### src/rtl/sseg_decoder_if.sv
// Bundle between a multiplexed seven-segment display driver and the
// decoder that watches its pins. The driver side owns sseg/an; the decoder
// side returns the reconstructed number.
interface sseg_decoder_if #(
  parameter int OUT_WIDTH = 32
);
  logic [6:0]           sseg;
  logic [3:0]           an;
  logic [OUT_WIDTH-1:0] value;
  logic                 valid;
  logic                 err;

  modport master (output sseg, an, input value, valid, err);
  modport slave  (input sseg, an, output value, valid, err);
endinterface

### src/rtl/sseg_decoder.sv
// Seven-segment display monitor: synchronises the display pins, captures each
// strobed digit once it has been stable long enough, decodes the glyph to BCD,
// then converts a complete 4-digit frame to binary with a multiply-by-ten loop.
module sseg_decoder #(
  parameter int SYNC_STAGES   = 2,
  parameter int STABLE_CYCLES = 4,
  parameter int OUT_WIDTH     = 32
) (
  input  logic          clk,
  input  logic          rst,
  sseg_decoder_if.slave bus
);

  localparam int CW = $clog2(STABLE_CYCLES + 1);
  localparam logic [CW-1:0] CNT_MAX = CW'(STABLE_CYCLES);
  localparam logic [CW-1:0] CNT_PRE = CW'(STABLE_CYCLES - 1);

  typedef enum logic [1:0] {IDLE = 2'd0, CONV = 2'd1, DONE = 2'd2} state_t;

  // Active-low glyph {g..a} to {bad, bcd}; anything non-decimal is bad digit 0.
  function automatic logic [4:0] seg_decode(input logic [6:0] seg);
    logic [4:0] res;
    case (seg)
      7'b1000000: res = {1'b0, 4'd0};
      7'b1111001: res = {1'b0, 4'd1};
      7'b0100100: res = {1'b0, 4'd2};
      7'b0110000: res = {1'b0, 4'd3};
      7'b0011001: res = {1'b0, 4'd4};
      7'b0010010: res = {1'b0, 4'd5};
      7'b0000010: res = {1'b0, 4'd6};
      7'b1111000: res = {1'b0, 4'd7};
      7'b0000000: res = {1'b0, 4'd8};
      7'b0010000: res = {1'b0, 4'd9};
      default:    res = {1'b1, 4'd0};
    endcase
    return res;
  endfunction

  // True when exactly one active-low enable is asserted.
  function automatic logic one_low(input logic [3:0] an_v);
    logic [3:0] act;
    act = ~an_v;
    return (act != 4'd0) && ((act & (act - 4'd1)) == 4'd0);
  endfunction

  logic [6:0]    sseg_sync_r [SYNC_STAGES];
  logic [3:0]    an_sync_r   [SYNC_STAGES];
  logic [6:0]    sseg_s, sseg_prev_r;
  logic [3:0]    an_s, an_prev_r;
  logic          change_s, capture_s, captured_r;
  logic [CW-1:0] cnt_r;
  logic [1:0]    pos_s;
  logic [4:0]    dec_s;
  logic [3:0]    digit_r  [4];
  logic [3:0]    shadow_r [4];
  logic [3:0]    bad_r, shadow_bad_r, mask_r, mask_next_s;
  state_t        state_r, state_next_s;
  logic          launch_s, last_s;
  logic [1:0]    step_r;
  logic [13:0]   acc_r, acc_next_s;
  logic [OUT_WIDTH-1:0] value_r;
  logic          valid_r, err_r;

  assign sseg_s = sseg_sync_r[SYNC_STAGES-1];
  assign an_s   = an_sync_r[SYNC_STAGES-1];

  // Input synchroniser chain; resets to the blank (all off) pattern.
  always_ff @(posedge clk or posedge rst) begin
    if (rst) begin
      for (int i = 0; i < SYNC_STAGES; i++) begin
        sseg_sync_r[i] <= 7'h7f;
        an_sync_r[i]   <= 4'hf;
      end
    end else begin
      sseg_sync_r[0] <= bus.sseg;
      an_sync_r[0]   <= bus.an;
      for (int i = 1; i < SYNC_STAGES; i++) begin
        sseg_sync_r[i] <= sseg_sync_r[i-1];
        an_sync_r[i]   <= an_sync_r[i-1];
      end
    end
  end

  // Change detection, digit position and glyph decode of the current sample.
  always_comb begin
    change_s  = (an_s != an_prev_r) || (sseg_s != sseg_prev_r);
    dec_s     = seg_decode(sseg_s);
    capture_s = 1'b0;
    if (!change_s && !captured_r && (cnt_r == CNT_PRE) && one_low(an_s)) begin
      capture_s = 1'b1;
    end else begin
      capture_s = 1'b0;
    end
    case (an_s)
      4'b1110: pos_s = 2'd0;
      4'b1101: pos_s = 2'd1;
      4'b1011: pos_s = 2'd2;
      4'b0111: pos_s = 2'd3;
      default: pos_s = 2'd0;
    endcase
  end

  // Dwell tracking: stability counter and one-capture-per-dwell flag.
  always_ff @(posedge clk or posedge rst) begin
    if (rst) begin
      sseg_prev_r <= 7'h7f;
      an_prev_r   <= 4'hf;
      cnt_r       <= '0;
      captured_r  <= 1'b0;
    end else begin
      sseg_prev_r <= sseg_s;
      an_prev_r   <= an_s;
      if (change_s) begin
        cnt_r      <= '0;
        captured_r <= 1'b0;
      end else begin
        cnt_r      <= (cnt_r == CNT_MAX) ? cnt_r : cnt_r + 1'b1;
        captured_r <= captured_r | capture_s;
      end
    end
  end

  // Next captured-position mask: a launch clears it, a capture adds its bit.
  always_comb begin
    mask_next_s = launch_s ? 4'b0000 : mask_r;
    if (capture_s) begin
      mask_next_s = mask_next_s | (4'b0001 << pos_s);
    end else begin
      mask_next_s = mask_next_s;
    end
  end

  // Captured digit storage; recapturing a position overwrites it.
  always_ff @(posedge clk or posedge rst) begin
    if (rst) begin
      for (int i = 0; i < 4; i++) digit_r[i] <= 4'd0;
      bad_r  <= 4'b0000;
      mask_r <= 4'b0000;
    end else begin
      mask_r <= mask_next_s;
      if (capture_s) begin
        digit_r[pos_s] <= dec_s[3:0];
        bad_r[pos_s]   <= dec_s[4];
      end
    end
  end

  // Conversion FSM state register.
  always_ff @(posedge clk or posedge rst) begin
    if (rst) state_r <= IDLE;
    else     state_r <= state_next_s;
  end

  // Conversion FSM next state: launch on a full mask, four steps, one done cycle.
  always_comb begin
    state_next_s = state_r;
    launch_s     = 1'b0;
    last_s       = 1'b0;
    case (state_r)
      IDLE: begin
        if (mask_r == 4'b1111) begin
          launch_s     = 1'b1;
          state_next_s = CONV;
        end else begin
          state_next_s = IDLE;
        end
      end
      CONV: begin
        if (step_r == 2'd0) begin
          last_s       = 1'b1;
          state_next_s = DONE;
        end else begin
          state_next_s = CONV;
        end
      end
      DONE:    state_next_s = IDLE;
      default: state_next_s = IDLE;
    endcase
  end

  assign acc_next_s = (acc_r << 3) + (acc_r << 1) + {10'd0, shadow_r[step_r]};

  // BCD-to-binary datapath and registered outputs.
  always_ff @(posedge clk or posedge rst) begin
    if (rst) begin
      for (int i = 0; i < 4; i++) shadow_r[i] <= 4'd0;
      shadow_bad_r <= 4'b0000;
      acc_r        <= 14'd0;
      step_r       <= 2'd3;
      value_r      <= '0;
      valid_r      <= 1'b0;
      err_r        <= 1'b0;
    end else begin
      valid_r <= last_s;
      err_r   <= last_s & (|shadow_bad_r);
      if (last_s && !(|shadow_bad_r)) value_r <= OUT_WIDTH'(acc_next_s);
      if (launch_s) begin
        shadow_r     <= digit_r;
        shadow_bad_r <= bad_r;
        acc_r        <= 14'd0;
        step_r       <= 2'd3;
      end else if (state_r == CONV) begin
        acc_r  <= acc_next_s;
        step_r <= step_r - 2'd1;
      end
    end
  end

  assign bus.value = value_r;
  assign bus.valid = valid_r;
  assign bus.err   = err_r;

endmodule
### src/flat_wrapper.sv
// flat-port wrapper written by rule: the top's interface ports become plain ports
module sseg_decoder_flat 
#(
  parameter int SYNC_STAGES   = 2,
  parameter int STABLE_CYCLES = 4,
  parameter int OUT_WIDTH     = 32
)
  (clk, rst, bus_sseg, bus_an, bus_value, bus_valid, bus_err);
  sseg_decoder_if #(.OUT_WIDTH(OUT_WIDTH)) bus_i ();
  input  logic clk;
  input  logic rst;
  input wire logic [$bits(bus_i.sseg)-1:0] bus_sseg;
  input wire logic [$bits(bus_i.an)-1:0] bus_an;
  output wire logic [$bits(bus_i.value)-1:0] bus_value;
  output wire logic [$bits(bus_i.valid)-1:0] bus_valid;
  output wire logic [$bits(bus_i.err)-1:0] bus_err;
  assign bus_i.sseg = bus_sseg;
  assign bus_i.an = bus_an;
  assign bus_value = bus_i.value;
  assign bus_valid = bus_i.valid;
  assign bus_err = bus_i.err;
  sseg_decoder #(.SYNC_STAGES(SYNC_STAGES), .STABLE_CYCLES(STABLE_CYCLES), .OUT_WIDTH(OUT_WIDTH)) u_core (.clk(clk), .rst(rst), .bus(bus_i));
endmodule
### config.mk
export PLATFORM = sky130hd
export DESIGN_NAME = sseg_decoder_flat
export DESIGN_NICKNAME = d
export VERILOG_FILES = /design/src/rtl/sseg_decoder_if.sv /design/src/rtl/sseg_decoder.sv /design/src/flat_wrapper.sv
export SDC_FILE = /design/constraint.sdc
export NUM_CORES = 1
export LEC_CHECK = 0
export BUFFER_PORTS_ARGS = -buffer_cell sky130_fd_sc_hd__buf_4
export CORE_ASPECT_RATIO = 0.8
export CORE_MARGIN = 1.5
export CORE_UTILIZATION = 45
export CTS_BUF_LIST = sky130_fd_sc_hd__clkbuf_4
export DETAILED_ROUTE_END_ITERATION = 10
export GPL_ROUTABILITY_DRIVEN = 0
export PLACE_DENSITY = 0.65
export SYNTH_ARGS = -nofsm -noshare
export SYNTH_HDL_FRONTEND = slang
export SYNTH_SLANG_ARGS = --single-unit
export TNS_END_PERCENT = 10
### constraint.sdc
create_clock -name clk -period 3.58 [get_ports clk]
set_clock_uncertainty 0.1 [all_clocks]
set_input_delay 0.358 -clock clk [delete_from_list [all_inputs] [get_ports clk]]
set_output_delay 0.358 -clock clk [all_outputs]
set_load 0.02 [all_outputs]
==> run summary <==
Rel. slew slack = 43.1%
Final hold violation count = 0
Final WL = 10100 um
Clk Latency, worst-skew pair = 510 ps
Mapped Area = 5390 sq um
N_diodes = 0
Starting density of the core = 46.4%
Largest net degree at the start of global routing = 50
Peak supply drop = 0.000234 V
Worst-path clk slew = 110 ps
CP max-delay cell = or4b_2
Post-DP HPWL = 6920 um
Worst path required time = 3930 ps
Switching Fraction = 25.8%
Worst Setup End Kind = register
Routed Antenna Nets = 0
Row Count = 35
Slowest Stage Delay on Critical Path = 650 ps
Power per cell area = 394 nW/um^2
Drt pass-1 iters = 4
Vias = 3554
WP data arrival = 3740 ps
Most used cell, CP = inv_1
Drt drc = 0
I/O Buffers = 28
Worst Setup SP = u_core.step_r[0]
Fin crit share = 94.5%
DIE HEIGHT = 101 um
Average size of a mapped cell = 11.4 sq um
Share of layout cells above drive strength 1 = 26.2%
TritonCTS clock tree = yes
Post-Place Cells = 633
Post-synthesis register bit count = 114
Tot Pwr = 0.00240 W
Post-DR vias/cell = 5.23
Comb pwr share = 4.2%
Worst-path maximum fanout = 5
Minimum clock period = 3380 ps
Post-synth EDFFs = 0
Slew Limit Fails = 0
Layout overhead on the synthesized area = 13.0%
Crit-path cells = mux4_2 > inv_1 > fa_1 > inv_1 > ha_1 > a21o_1 > nand4_1 > a2111oi_0 > or4b_2 > nand3_1
Switching power = 0.000620 W
Vias in the first global route = 3545
Max-Cap Viols = 0
Max frequency = 0.295 GHz
Seq pwr share = 56.0%
Worst hold path class = register to register
Ys async rst share = 100%
Core Area = 11600 sq um
Post-Syn Instances = 471
Status = finished clean
Place WS = 175 ps
Most used DFF post-synth = dfrtp_1
Clock power share = 39.8%
Global Route Usage Sum = 17.8%
Sequential cell area fraction in the yosys report = 53.8%
Ys Warns = 0
Startpoint Class = register
CTS Buffer Depth = 2
Setup TNS = 0 ps
Layout fillers = 1023
Die width = 125 um
H-tree levels = 4
First-pass GRT wire length = 17500 um
Clock sink total = 114
Antenna violations before repair = 0
Startpoint of the worst hold path = u_core.an_sync_r[5]
GRT overflow = 0
Routed len/inst = 14.9 um
Iter 0 DRT Violations = 246
Worst R2R Start = u_core.step_r[0]
Final WS setup = 196 ps
Layout Nets = 559
Critical setup path kind = register to register
Setup-failing EPs final = 0
Post-CTS sizing = 0
Die area = 12600 sq um
Int Power = 0.00178 W
Unique masters post-synth = 52
# IOs = 47
Clock Tree Root = clkbuf_4
Non-Filler Instances = 679
Slew @ Worst Pin = 853 ps
Leak = 3.02 nW
TritonCTS Buffers = 17
-- layer usage --
layer	track usage [%]	vias to the layer above	share of wire, %
met4	6.12	0	1.4
met2	27.4	77	44
met3	5.10	10	4.6
met1	24.3	1774	50
li1	-	1693	-
met5	0	-	0
-- flip-flops by register name, indices dropped and copies added (netlist names), 7 cells and up --
signal / cells
u_core.bus.value: 14
u_core.digit_r: 16
u_core.sseg_s: 7
u_core.sseg_sync_r: 7
u_core.shadow_r: 16
u_core.sseg_prev_r: 7
u_core.acc_r: 13
-- final timing paths --
path / slack, ps / end / cells after the start
min in group asynchronous: 390 / u_core.shadow_bad_r[2] / 3
setup / recovery: 200 / u_core.bus.value[13] / 10
setup reg to reg: 200 / u_core.bus.value[13] / 10
max in group asynchronous: 2070 / u_core.an_s[0] / 4
hold reg to reg: 260 / u_core.an_s[1] / 0
hold / removal: 260 / u_core.an_s[1] / 0
-- worst max-delay path: cells and delay by family (launching register included) --
kind	cells	cell delay (ps)
DFF	1	610
AOI/OAI and AO/OA	2	340
muxes	1	510
buffers and inverters	2	170
and+or+nand+nor	3	920
adders and majority gates	2	690
-- cell usage in the layout, fill, tap and decap left out, types with 17 or more instances in the layout --
cell type / instances
nand2_1: 92
dfrtp_1: 79
buf_4: 36
dfstp_2: 35
ha_1: 26
o21ai_0: 18
conb_1: 18
inv_1: 17
clkbuf_4: 17
-- cell usage after synthesis (3+ instances only) --
master | count | area share (%)
o21ai_0 | 18 | 1.7
nand2_1 | 92 | 6.4
mux2_4 | 10 | 2.8
ha_1 | 26 | 6.0
o31ai_1 | 11 | 1.5
a31oi_1 | 3 | 0.35
a21o_1 | 6 | 0.84
xnor2_1 | 6 | 0.98
xor2_1 | 13 | 2.1
nand4_1 | 3 | 0.35
nor4_1 | 4 | 0.46
and2_1 | 3 | 0.35
buf_4 | 18 | 2.5
nor2_1 | 8 | 0.56
nor2b_1 | 7 | 0.81
mux4_2 | 4 | 1.7
o21a_1 | 5 | 0.70
a21oi_1 | 14 | 1.3
nand2b_1 | 6 | 0.70
nand3_1 | 14 | 1.3
or4_1 | 5 | 0.70
nor4_4 | 3 | 1.2
inv_1 | 18 | 1.3
dfrtp_1 | 79 | 37
clkbuf_1 | 14 | 0.98
mux2_2 | 12 | 2.5
dfstp_2 | 35 | 17
nor3_1 | 3 | 0.28
buf_6 | 3 | 0.63
-- power groups by stage --
stage	sequential [W]	combinational (W)	clock, W
after global routing	0.00135	0.000112	0.00105
after floorplan	0.00135	0.0000898	0
after CTS	0.00134	0.000102	0.000989
after detailed placement	0.00137	0.0000910	0
final	0.00134	0.0000997	0.000955
after global placement	0.00136	0.0000890	0
-- cell families (layout without fill, tap and decap cells) --
kind of cell             count (synthesis)  count (layout)  synth area share, %
AO/OA/AOI/OAI                           67              67                 7.97
XOR/XNOR                                20              20                 3.39
adder cells (fa/ha/maj)                 28              28                 6.78
buffers and inverters                   55              98                 5.53
flip-flops                             114             114                 53.8
multiplexers                            29              29                 7.57
other                                    1              18               0.0696
AND/OR/NAND/NOR                        157             157                 14.9
-- metrics by stage --
step | instance area (sq um) | utilization [%] | hold slack (ps)
global route | 6090 | 52.5 | 262
floorplan | 5450 | - | 245
CTS | 6070 | 52.3 | 264
detailed placement | 5670 | 48.9 | 247
finish | 6090 | 52.5 | 261
global placement | 5670 | 48.9 | 246
-- repair_timing --
item                                    4_1_cts  5_1_grt
endpoints found under the setup margin        0        2
hold buffers                                 12        0
buffers inserted                              0        2
hold endpoints to repair                     58        0
-- final cells by class --
class | instances | area [sq um] | share of cell area, %
clock buffers | 17 | 128 | 2.10
well taps | 148 | 185 | 3.04
repair buffers | 48 | 390 | 6.41
multi-input cells | 319 | 2260 | 37.2
inverters | 18 | 70.1 | 1.15
clock inverters | 15 | 155 | 2.55
flip-flops and latches | 114 | 2900 | 47.6
Note: power is estimated with default switching activity, not from simulation.
